[src/rtl/result_bcd_converter.sv]
`default_nettype none
// +--------------------------------------------------------------------------+
// | result_bcd_converter                                                     |
// | Sequential double-dabble binary-to-BCD converter with blanking mask.     |
// | Revision: 1.0                                                            |
// +--------------------------------------------------------------------------+
module result_bcd_converter #(
  parameter int WIDTH  = 8,
  parameter int DIGITS = 3
) (
  input  logic                  clk,
  input  logic                  reset,
  input  logic                  start,
  input  logic [WIDTH-1:0]      bin_in,
  output logic                  busy,
  output logic                  done,
  output logic [4*DIGITS-1:0]   bcd_out,
  output logic [DIGITS-1:0]     digit_en
);

  localparam int c_CW = $clog2(WIDTH + 1);

  typedef enum logic [0:0] {
    S_IDLE    = 1'b0,
    S_CONVERT = 1'b1
  } state_t;

  state_t                r_state;
  logic [WIDTH-1:0]      r_shift;
  logic [4*DIGITS-1:0]   r_scratch;
  logic [c_CW-1:0]       r_cnt;

  logic [4*DIGITS-1:0]   w_corrected;
  logic [4*DIGITS-1:0]   w_next_scratch;
  logic [DIGITS-1:0]     w_en;
  logic                  w_nz;

  for (genvar g = 0; g < DIGITS; g++) begin : g_digit
    assign w_corrected[4*g +: 4] = (r_scratch[4*g +: 4] >= 4'd5) ?
                                   (r_scratch[4*g +: 4] + 4'd3) :
                                   r_scratch[4*g +: 4];
  end

  assign w_next_scratch = {w_corrected[4*DIGITS-2:0], r_shift[WIDTH-1]};

  // A digit is shown once it or any more significant digit is nonzero.
  always_comb begin
    w_nz = 1'b0;
    w_en = '0;
    for (int i = DIGITS - 1; i >= 0; i--) begin
      w_nz    = w_nz | (w_next_scratch[4*i +: 4] != 4'd0);
      w_en[i] = w_nz;
    end
    w_en[0] = 1'b1;
  end

  always_ff @(posedge clk) begin
    if (reset) begin
      r_state   <= S_IDLE;
      r_shift   <= '0;
      r_scratch <= '0;
      r_cnt     <= '0;
      busy      <= 1'b0;
      done      <= 1'b0;
      bcd_out   <= '0;
      digit_en  <= DIGITS'(1);
    end else begin
      done <= 1'b0;
      case (r_state)
        S_IDLE: begin
          if (start) begin
            r_shift   <= bin_in;
            r_scratch <= '0;
            r_cnt     <= c_CW'(WIDTH);
            busy      <= 1'b1;
            r_state   <= S_CONVERT;
          end
        end
        S_CONVERT: begin
          r_scratch <= w_next_scratch;
          r_shift   <= {r_shift[WIDTH-2:0], 1'b0};
          r_cnt     <= r_cnt - c_CW'(1);
          if (r_cnt == c_CW'(1)) begin
            bcd_out  <= w_next_scratch;
            digit_en <= w_en;
            done     <= 1'b1;
            busy     <= 1'b0;
            r_state  <= S_IDLE;
          end
        end
        default: r_state <= S_IDLE;
      endcase
    end
  end

endmodule
`default_nettype wire

[config.mk]
export PLATFORM = sky130hd
export DESIGN_NAME = result_bcd_converter
export DESIGN_NICKNAME = d
export VERILOG_FILES = /design/src/rtl/result_bcd_converter.sv
export SDC_FILE = /design/constraint.sdc
export NUM_CORES = 1
export LEC_CHECK = 0
export CAP_MARGIN = 20
export CORE_UTILIZATION = 55
export CTS_BUF_LIST = sky130_fd_sc_hd__clkbuf_4 sky130_fd_sc_hd__clkbuf_8 sky130_fd_sc_hd__clkbuf_16
export DETAILED_ROUTE_END_ITERATION = 10
export GPL_ROUTABILITY_DRIVEN = 0
export PLACE_DENSITY = 0.82
export REMOVE_ABC_BUFFERS = 1
export SLEW_MARGIN = 15
export SYNTH_ARGS = -nofsm -noshare
export SYNTH_HDL_FRONTEND = slang
export SYNTH_SLANG_ARGS = --single-unit
[constraint.sdc]
create_clock -name clk -period 3.2 [get_ports clk]
set_input_delay 0.48 -clock clk [delete_from_list [all_inputs] [get_ports clk]]
set_output_delay 0.48 -clock clk [all_outputs]
set_load 0.05 [all_outputs]
Word level (Yosys, flattened, before mapping)

Index checks and enable logic that the tools add are counted.
Widths: inputs -> output; s select.

Input port bits: 11
Flip-flop bits (word level): 41

Equality and inequality tests: 3
$lt $le $gt $ge: 3
Add/sub/neg operators: 4
Multiplexer cells: 16
Reduce and logical (&&, ||, !) cells: 5
Bitwise operators: 2

Operators by type and width:

| operator            | number |
|---|---|
| $pmux 12 s2         | 1 |
| $pmux 8 s2          | 1 |
| $ge 4x3->1 const B  | 3 |
| $mux 12             | 1 |
| $mux 4              | 3 |
| $add 4x2->4 const B | 2 |
| $mux 8              | 1 |
| $pmux 4 s2          | 1 |
| $reduce_bool 4->1   | 2 |
| $mux 1              | 5 |
| $eq 4x1->1 const B  | 1 |
| $pmux 1 s2          | 2 |
| $reduce_and 2->1    | 2 |
| $sub 4x1->4 const B | 1 |
| $add 3x2->3 const B | 1 |
| $mux 3              | 1 |
| $ne 2x1->1 const B  | 1 |
| $ne 2x2->1 const B  | 1 |
| $reduce_or 2->1     | 1 |
| $not 1->1           | 1 |
| $or 1x1->1          | 1 |

Logic depth before layout (Yosys ltp)

Gate-level depths: netlist of the first run.

Depth in word-level cells: 4
Gate-level depth with buffers: 7
Mapped depth without buffers: 7

Worst setup path after synthesis of the first run

No wires, ideal clock.

Kind: flip-flop to flip-flop
Start: reg r_scratch[8]
End: reg digit_en[2]
Setup time: 0.079 ns
Stages on the path, launching flop included: 8
Data arrival time: 1.455 ns
Period minus slack after synthesis: 1.534 ns
Path slack: 1.666 ns
Path through: dfxtp_1 inv_1 ha_1 nand2b_1 a21o_1 and3_4 o211a_1 a211oi_2

Word-level cells in the longest chain between the ends: 3

Ends and longest elaborated chain:

| element                                   | line   | RTL |
|---|---|---|
| from (decl)                               | 30     | `logic [4*DIGITS-1:0] r_scratch;` |
| from (signal assigned)                    | 80     | `r_scratch <= w_next_scratch;` |
| $ge 4x3->1 or $add 3x2->3 (tied branches) | 39, 40 |  |
| $mux 3 *                                  | 39     | `assign w_corrected[4*g +: 4] = (r_scratch[4*g +: 4] >= 4'd5) ?` |
| $reduce_bool 4->1 *                       | 51     | `w_nz = w_nz \| (w_next_scratch[4*i +: 4] != 4'd0);` |
| to (signal assigned)                      | 85     | `digit_en <= w_en;` |
| to (decl)                                 | 18     | `output logic [DIGITS-1:0] digit_en` |

Every way passes the cells marked *; elsewhere a longest branch is shown, timed or not.
A chain may end at the register's enable or synchronous reset.

Worst setup path after layout of the first run

Start: reg r_state
End: reg digit_en[1]

Word-level cells in the longest chain between the ends: 1

Ends and longest elaborated chain:

| element                           | line | RTL |
|---|---|---|
| from (decl)                       | 28   | `state_t r_state;` |
| from (signal assigned)            | 59   | `r_state <= S_IDLE;` |
| from (signal assigned)            | 76   | `r_state <= S_CONVERT;` |
| from (signal assigned)            | 88   | `r_state <= S_IDLE;` |
| $reduce_and 2->1 (no source line) | n/a  |  |

No other way between the ends.

==> results of run 1 <==
cells by family after synthesis:
| kind of cell | count (synthesis) |
|---|---|
| AOI/OAI and AO/OA | 53 |
| xor gates and xnor gates | 3 |
| adders and majority gates | 8 |
| buffers and inverters | 23 |
| DFF | 41 |
| muxes | 12 |
| other | 1 |
| and+or+nand+nor | 88 |
stage by stage:
step	hold slack [ps]	cell area, µm²
finish	459.0	2242
global route	485.2	2242
CTS	463.1	2242
detailed placement	447.4	2183
global placement	443.7	2183
floorplan	438.5	1838
report_power, final:
part	leakage (nW)	internal, mW	switching (mW)
registers	0.333	0.527	0.0150
logic	0.462	0.0461	0.0662
clock network	0.0348	0.112	0.157
final timing paths:
kind | end | cells past startpoint | start | slack [ps]
setup / recovery | digit_en[1] | 3 | r_state | 1190
hold / removal | bcd_out[1] | 2 | bcd_out[1] | 460
setup reg to reg | digit_en[1] | 3 | r_state | 1190
hold reg to reg | bcd_out[1] | 2 | bcd_out[1] | 460
worst max-delay path, cell delays in order, from the launching register on:
cell	delay (ps)
dfxtp_1	740
nand3_1	520
a211oi_1	480
a41oi_2	150
registers in the layout, indices dropped and copies added (netlist names):
register / count
bcd_out: 12
busy: 1
digit_en: 2
done: 1
r_cnt: 4
r_scratch: 12
r_shift: 8
r_state: 1
metal layers:
metal | wire (µm) | vias up | GRT usage
li1 | - | 831 | -
met1 | 1876 | 750 | 0.2997
met2 | 1670 | 32 | 0.3736
met3 | 114 | 7 | 0.07036
met4 | 49 | 0 | 0.08117
met5 | 0 | - | 0
cell usage in the layout, fill, tap and decap left out, types with 7 or more instances in the layout:
cell type,netlist,final
a21oi_1,33,33
clkdlybuf4s50_1,0,26
dfxtp_1,41,41
ha_1,8,8
inv_1,9,9
mux2i_1,12,12
nand2_1,17,17
nor2_1,35,35
nor3_1,13,13
nor3b_1,7,7
o21ai_0,7,7
final cells by class:
type | count | area [µm²] | share of cell area
inverter | 9 | 33.78 | 0.01507
multi-input combinational | 165 | 983.4 | 0.4386
timing repair buffer | 30 | 290.3 | 0.1295
tap | 44 | 55.05 | 0.02455
clock buffer | 7 | 58.81 | 0.02623
sequential | 41 | 820.8 | 0.3661
==> summary.txt, run 1 <==
Outcome
  • Status: finished, final reports clean

Timing
  • Setup Viol. Count Final: 0
  • Layout Skew: about 4.5 ps
  • Worst slew pin tran: 767.4 ps
  • Final hold violations: 0
  • Max Freq: 497.2 MHz
  • Slew Viols, Final: 0
  • Fin worst setup slack: 1189 ps
  • RSZ-0062 raised after global routing: false
  • Min Tclk post-route: approximately 2000 ps
  • Final sum of negative setup slack: 0 ps
  • Max-slew headroom: 0.4884
  • Tcrit/Tclk final: 0.6286

Pwr
  • Worst vdd ir: ~0.32 mV
  • Overall Power: 0.9232 mW
  • Lkg Pwr: 0.8302 nW
  • Pwr/cell area: 411.7 nW/µm²

Detailed routing
  • DRC violations left: 0
  • DRT Pass-1 Iters: 4
  • Final wirelength: 3710 µm
  • Initial DRC Count: 34
  • Vias/cell: 5.473
  • Vias post-DR: 1,620
  • Final ANT Viol Nets: 0
  • Routed len/inst: 12.53 µm

Critical path
  • Worst setup SP type: register
  • Worst-path maximum fanout: 20
  • Worst setup EP type: register
  • Critical path class: register to register
  • Worst Path Required: 3420 ps
  • Critical Path AT: 2230 ps

Cells and area
  • Layout Nets: roughly 270
  • Synth-to-Final Area Change: 17.89%
  • Filler cell count: between 200 and 300
  • Non-filler cells, final: 296
  • Ant diodes: 0
  • Layout Utilization: 0.7055
  • Layout cells sized above 1: 0.05952

Synthesis
  • Mapped cell area: 1902 µm²
  • Cell accounting for the most synthesized area: dfxtp_1
  • Cells after Synth: around 230
  • Share of the synthesized area in the top cell type: 0.4316
  • Synth Warn #: 0
  • Synth Area in XOR/XNOR: 0.01382
  • Yosys reg bits: 41
  • Ys async rst share: 0
  • Ys flop type: dfxtp_1
  • Cell variety after synth: 31
  • Most common cell in the synthesized netlist: dfxtp_1
  • Area contributors post-synth: dfxtp_1 43%, a21oi_1 8.7%, nor2_1 6.9%
  • Avg Synthesized Cell Area: 8.305 µm²
  • Sequential share of the synthesized area: 0.4316
  • Mux contribution to synthesized area: 0.06316
  • Commonest cells post-synth: 41 x dfxtp_1, 35 x nor2_1, 33 x a21oi_1
  • Synth Area in Simple Gates: 0.2171
  • Main combinational cell family by area after synthesis: simple AND/OR/NAND/NOR gates
  • Synth Area in Compound Gates: 0.1684
  • Post-synthesis adder-cell area fraction: 0.05263
  • Post-synth EDFFs: 0

Min path
  • HP Class: register to register

Floorplanning
  • Initial Util: 0.5984
  • Rows: 20
  • Io pins: 28
  • Die height: between 60 and 70 µm
  • Core Region: 3178 µm²
  • Die outline width: 60.81 µm
  • Die area: 3697 µm²

Clock tree
  • Resized cells post-CTS: 0
  • CTS sink cnt: 41
  • Maximum root-to-sink buffer count: 2
  • H-tree levels: 2
  • Clk_lat worst skew: 340 ps
  • Post-CTS setup buffers: 0
  • TritonCTS clock tree: built
  • CTS Buf Count: 5
  • CTS clock-pin slew for the worst setup and hold paths: 110 ps
  • Cts hold-fix bufs: 0
  • Root Driver: clkbuf_4

Flow run
  • Max-Cap Viols: 0

GRT
  • Grt ovf: 0
  • First-pass GRT wire length: 6341 µm
  • Vias in the first global route: 1,420
  • Largest net degree at the start of global routing: 27
  • Initial antenna violation count: 0
  • Gr usage total: 0.2332

Place
  • Placed Cells: 289
  • Hpwl dp: 2564 µm
  • IO Port Bufs: 26
  • Post-Place Setup Slack: 1175 ps
Power figures use the tool's default switching activity.
==> run 2: changes to the inputs <==
--- a/config.mk
+++ b/config.mk
@@ -6,11 +6,11 @@
 export NUM_CORES = 1
 export LEC_CHECK = 0
 export CAP_MARGIN = 20
-export CORE_UTILIZATION = 55
+export CORE_UTILIZATION = 53
 export CTS_BUF_LIST = sky130_fd_sc_hd__clkbuf_4 sky130_fd_sc_hd__clkbuf_8 sky130_fd_sc_hd__clkbuf_16
 export DETAILED_ROUTE_END_ITERATION = 10
 export GPL_ROUTABILITY_DRIVEN = 0
-export PLACE_DENSITY = 0.82
+export PLACE_DENSITY = 0.79
 export REMOVE_ABC_BUFFERS = 1
 export SLEW_MARGIN = 15
 export SYNTH_ARGS = -nofsm -noshare
==> constraint.sdc (replaced) <==
create_clock -name clk -period 1.9 [get_ports clk]
set_input_delay 0.285 -clock clk [delete_from_list [all_inputs] [get_ports clk]]
set_output_delay 0.285 -clock clk [all_outputs]
set_load 0.05 [all_outputs]
==> summary.txt, run 2 (synthesis gave the netlist of run 1 again) <==
Cells and area
  • Biggest regs: bcd_out: 12 flops, r_scratch: 12 flops, r_shift: 8 flops
  • Most common cell after layout, fill and taps aside: dfxtp_1
  • Filler cell count: 278 (+2.2%)
  • Leading cell types in the layout, fill and taps excluded: 41 x dfxtp_1, 35 x nor2_1, 32 x a21oi_1, 26 x clkdlybuf4s50_1, 17 x nand2_1
  • Synth-to-Final Area Change: 20.59%
  • Layout Nets: 277 (+2.2%)
  • Ant diodes: 0 (unchanged)
  • Layout cells sized above 1: 0.08527 (+0.02575)
  • Layout Utilization: 0.6766 (-0.02888)

Detailed routing
  • DRC violations left: 0 (unchanged)
  • Vias post-DR: 1,634 (+0.86%)
  • Final wirelength: 3849 µm (+3.7%)
  • Initial DRC Count: 78 (+130%)
  • Routed len/inst: 12.66 µm (+1.0%)
  • Final ANT Viol Nets: 0 (unchanged)
  • Vias/cell: 5.375 (-1.8%)
  • DRT Pass-1 Iters: 4 (unchanged)

Critical path
  • Worst setup SP type: register
  • Worst Path Buf+Inv: 1 (+1)
  • Critical path class: register to output port
  • Worst Path Required: 1620 ps (-1800 ps)
  • Critical path's slowest cell: clkdlybuf4s50_1
  • Critical Path AT: 1520 ps (-710 ps)
  • Crit-path cells: clkdlybuf4s50_1
  • Worst-path maximum fanout: 2 (-90%)
  • Worst setup EP type: output port
  • Crit. path cell count: 1 (-2)
  • Crit path max-delay family: buffers and inverters
  • Max incr delay on CP: 810 ps (+70 ps)
  • R2R cell count: 7 (+4)

GRT
  • First-pass GRT wire length: 6120 µm (-3.5%)
  • Vias in the first global route: 1,449 (+2.0%)
  • Gr usage total: 0.2225 (-0.01073)
  • Grt ovf: 0 (unchanged)
  • Initial antenna violation count: 0 (unchanged)
  • Largest net degree at the start of global routing: 30 (+11%)

Flow run
  • Max-Cap Viols: 0 (unchanged)

Pwr
  • Lkg Pwr: 0.8601 nW (+3.6%)
  • Pwr/cell area: 685.7 nW/µm² (+67%)
  • Worst vdd ir: 0.4435 mV (+39%)
  • Switch share: 0.2612 (+0.003185)
  • P_int: 1.162 mW (+70%)
  • Sequential group share of total power: 0.576 (-0.011)
  • Comb pwr share: 0.132 (+0.010)
  • Clk pwr share: 0.292 (about the same)
  • Switching power: 0.4108 mW (+72%)

Clock tree
  • Resized cells post-CTS: 0 (unchanged)
  • Cts hold-fix bufs: 0 (unchanged)
  • Clk_lat worst skew: 350 ps (about the same)
  • CTS clock-pin slew for the worst setup and hold paths: 110 ps (about the same)
  • H-tree levels: 2 (unchanged)
  • Maximum root-to-sink buffer count: 2 (unchanged)
  • Root Driver: clkbuf_4
  • TritonCTS clock tree: built
  • Post-CTS setup buffers: 0 (unchanged)
  • CTS sink cnt: 41 (unchanged)
  • CTS Buf Count: 5 (unchanged)

Timing
  • Layout Skew: 7.226 ps (+2.729 ps)
  • Slew Viols, Final: 0 (unchanged)
  • Hold WS: 464.6 ps (+5.604 ps)
  • Setup Viol. Count Final: 0 (unchanged)
  • Worst slew pin tran: 495.6 ps (-271.8 ps)
  • Final hold violations: 0 (unchanged)
  • Max-slew headroom: 0.6686 (+0.1802)
  • Tcrit/Tclk final: 0.9494
  • Fin worst setup slack: 96.05 ps (-1093 ps)
  • Max Freq: 554.3 MHz
  • RSZ-0062 raised after global routing: false
  • Min Tclk post-route: 1804 ps

Floorplanning
  • Die height: 61.90 µm (+1.8%)
  • Io pins: 28 (unchanged)
  • Die outline width: 61.90 µm (+1.8%)
  • Initial Util: 0.5611 (-0.03733)
  • Rows: 21 (+5.0%)
  • Core Region: 3390 µm² (+6.7%)
  • Die area: 3832 µm² (+3.6%)

Min path
  • Hold Path Stages: 2 (unchanged)
  • HP Class: register to register

Place
  • IO Port Bufs: 26 (unchanged)
  • Post-Place Setup Slack: 215.2 ps (-959.7 ps)
  • Hpwl dp: 2768 µm (+8.0%)

Outcome
  • Status: finished, final reports clean
run 2: worst paths after layout:
path / start / endpoint / slack, ps
setup / recovery: bcd_out[3] / bcd_out[3] / 100
hold / removal: bcd_out[5] / bcd_out[5] / 460
setup reg to reg: r_scratch[5] / digit_en[1] / 230
hold reg to reg: bcd_out[5] / bcd_out[5] / 460
run 2: metrics by stage:
stage / cell area, µm² / std cells / TNS [ps] / total power [mW]
3_3_place_gp: 2231 / 297 / 0 / 1.127
3_5_place_dp: 2231 / 297 / 0 / 1.132
4_1_cts: 2290 / 304 / 0 / 1.583
2_1_floorplan: 1838 / 215 / -516.2 / 1.036
6_report: 2293 / 304 / 0 / 1.573
5_1_grt: 2293 / 304 / 0 / 1.645
run 2: cell type report:
| class | count | area (µm²) | area share |
|---|---|---|---|
| multi-input cells | 165 | 987.2 | 0.4304 |
| flip-flops and latches | 41 | 820.8 | 0.3579 |
| clock buffers | 7 | 58.81 | 0.02564 |
| well taps | 46 | 57.56 | 0.02510 |
| inverters | 9 | 33.78 | 0.01473 |
| repair buffers | 36 | 335.3 | 0.1462 |
run 2: metal layers:
layer,share of wire,track usage,wire length (µm)
met4,0.0042,0.06349,16
met1,0.48,0.2660,1855
met5,0,0,0
met3,0.041,0.08075,158
met2,0.47,0.3763,1819
run 2: power groups by stage:
stage	registers, mW	clock network [mW]	logic [mW]
2_1_floorplan	0.957	0	0.0788
3_3_place_gp	0.923	0	0.203
3_5_place_dp	0.924	0	0.208
4_1_cts	0.905	0.470	0.208
5_1_grt	0.908	0.510	0.227
6_report	0.905	0.460	0.208
==> run 3: changes to the inputs <==
--- a/config.mk
+++ b/config.mk
@@ -6,11 +6,11 @@
 export NUM_CORES = 1
 export LEC_CHECK = 0
 export CAP_MARGIN = 20
-export CORE_UTILIZATION = 53
+export CORE_UTILIZATION = 38
 export CTS_BUF_LIST = sky130_fd_sc_hd__clkbuf_4 sky130_fd_sc_hd__clkbuf_8 sky130_fd_sc_hd__clkbuf_16
 export DETAILED_ROUTE_END_ITERATION = 10
 export GPL_ROUTABILITY_DRIVEN = 0
-export PLACE_DENSITY = 0.79
+export PLACE_DENSITY = 0.6
 export REMOVE_ABC_BUFFERS = 1
 export SLEW_MARGIN = 15
 export SYNTH_ARGS = -nofsm -noshare
==> summary.txt, run 3 (synthesis gave the netlist of run 1 again) <==
Cells and area
  • Non-filler cells, final: 325 (+6.9%)
  • Layout Nets: 276 (-0.36%)
  • Layout cells sized above 1: 0.08140 (-0.003876)
  • Biggest regs: bcd_out: 12 flops, r_scratch: 12 flops, r_shift: 8 flops
  • Most common cell after layout, fill and taps aside: dfxtp_1
  • Multi-input combinational cell area: 983.4 µm² (-0.38%)
  • Register area: 820.8 µm² (unchanged)
  • Synth-to-Final Area Change: 24.28%
  • Ant diodes: 0 (unchanged)
  • Post-route cell area: 2364 µm² (+3.1%)
  • Filler cell count: 483 (+74%)
  • Leading cell types in the layout, fill and taps excluded: 41 x dfxtp_1, 35 x nor2_1, 33 x a21oi_1, 26 x clkdlybuf4s50_1, 17 x nand2_1

Detailed routing
  • Final ANT Viol Nets: 0 (unchanged)
  • Vias post-DR: 1,572 (-3.8%)
  • DRT Pass-1 Iters: 4 (unchanged)
  • Final wirelength: 3714 µm (-3.5%)
  • Initial DRC Count: 58 (-26%)
  • Routed len/inst: 11.43 µm (-9.7%)
  • Vias/cell: 4.837 (-10%)
  • DRC violations left: 0 (unchanged)

Critical path
  • Worst Path Buf+Inv: 1 (unchanged)
  • Crit. path cell count: 1 (unchanged)
  • Worst setup SP type: register
  • Critical path class: register to output port
  • Worst setup EP type: output port
  • Crit path max-delay family: buffers and inverters
  • Max incr delay on CP: 820 ps (about the same)
  • Critical Path AT: 1450 ps (-70 ps)
  • Worst-path maximum fanout: 2 (unchanged)
  • R2R cell count: 7 (unchanged)
  • Critical path's slowest cell: clkdlybuf4s50_1
  • Worst Path Required: 1620 ps (about the same)
  • Crit-path cells: clkdlybuf4s50_1

Clock tree
  • CTS clock-pin slew for the worst setup and hold paths: 80 ps (-30 ps)
  • H-tree levels: 2 (unchanged)
  • TritonCTS clock tree: built
  • Resized cells post-CTS: 0 (unchanged)
  • CTS sink cnt: 41 (unchanged)
  • Post-CTS setup buffers: 0 (unchanged)
  • CTS Buf Count: 5 (unchanged)
  • Cts hold-fix bufs: 0 (unchanged)
  • Root Driver: clkbuf_8
  • Clk_lat worst skew: 290 ps (-60 ps)
  • Maximum root-to-sink buffer count: 2 (unchanged)

Place
  • IO Port Bufs: 26 (unchanged)
  • Placed Cells: 317 (+6.7%)
  • Hpwl dp: 2588 µm (-6.5%)
  • Placed cell area: 2262 µm² (+1.4%)

Timing
  • Tcrit/Tclk final: 0.9142 (-0.03523)
  • Setup Viol. Count Final: 0 (unchanged)
  • RSZ-0062 raised after global routing: false
  • Slew Viols, Final: 0 (unchanged)
  • Max Freq: 575.7 MHz (+3.9%)
  • Max-slew headroom: 0.6613 (-0.007238)
  • Final hold violations: 0 (unchanged)
  • Min Tclk post-route: 1737 ps (-66.93 ps)
  • Hold WS: 454.8 ps (-9.723 ps)
  • Final sum of negative setup slack: 0 ps (unchanged)
  • Layout Skew: 6.331 ps (-0.8942 ps)
  • Worst slew pin tran: 506.4 ps (+10.82 ps)

Min path
  • Hold Path Stages: 2 (unchanged)
  • HP Class: register to register

Flow run
  • Max-Cap Viols: 0 (unchanged)

GRT
  • First-pass GRT wire length: 6396 µm (+4.5%)
  • Initial antenna violation count: 0 (unchanged)
  • Largest net degree at the start of global routing: 42 (+40%)
  • Grt ovf: 0 (unchanged)
  • Gr usage total: 0.1545 (-0.06799)
  • Vias in the first global route: 1,428 (-1.4%)

Floorplanning
  • Die area: 5292 µm² (+38%)
  • Rows: 25 (+19%)
  • Io pins: 28 (unchanged)
  • Die outline width: 72.75 µm (+18%)
  • Die height: 72.75 µm (+18%)
  • Core Region: 4755 µm² (+40%)
  • Initial Util: 0.4000 (-0.1611)

Pwr
  • Worst vdd ir: 0.5350 mV (+21%)
  • Pwr/cell area: 733.8 nW/µm² (+7.0%)
  • Lkg Pwr: 0.8794 nW (+2.2%)

Outcome
  • Status: finished, final reports clean
[run 3: changes by cell type in the layout (fill, tap and decap cells not counted), sizes merged]
cell and change:
buf -1, clkinv +1
[run 3: cell type report]
| cell class | instances | area share |
|---|---|---|
| flip-flops and latches | 41 | 0.3473 |
| clock inverters | 1 | 0.002118 |
| well taps | 67 | 0.03547 |
| clock buffers | 7 | 0.04076 |
| inverters | 9 | 0.01429 |
| multi-input cells | 165 | 0.4161 |
| repair buffers | 35 | 0.1440 |
[run 3: per-layer routing]
layer  wire length, µm  share of wire  track usage
met5                 0              0            0
met1              1923           0.52       0.1945
met2              1640           0.44       0.2596
met4                27         0.0073      0.05229
met3               123          0.033      0.03591
[run 3: worst paths after layout]
check | start | endpoint | slack [ps]
setup / recovery | bcd_out[0] | bcd_out[0] | 160
hold / removal | bcd_out[6] | bcd_out[6] | 450
setup reg to reg | r_scratch[4] | bcd_out[6] | 210
hold reg to reg | bcd_out[6] | bcd_out[6] | 450
[run 3: worst reg2reg max path, delay by kind of cell, from the launching register on]
family | cells | cell delay [ps]
buffers and inverters | 1 | 100
multiplexers | 1 | 290
flip-flops | 1 | 360
AND/OR/NAND/NOR | 2 | 170
AO/OA/AOI/OAI | 2 | 470
adder cells (fa/ha/maj) | 1 | 250
[run 3: through the flow]
stage | setup WS, ps | power, mW | util
after global routing | 4.862 | 1.809 | 0.4971
after CTS | 155.2 | 1.756 | 0.4971
final | 163.0 | 1.734 | 0.4971
after detailed placement | 225.7 | 1.131 | 0.4758
after global placement | 241.1 | 1.130 | 0.4758
after floorplan | -162.3 | 1.036 | -
[run 3: report_power, final]
part,switching (mW),total (mW),internal [mW],leakage [nW]
Clock,0.297,0.625,0.328,0.0542
Sequential,0.0212,0.907,0.886,0.333
Combinational,0.115,0.202,0.0866,0.492
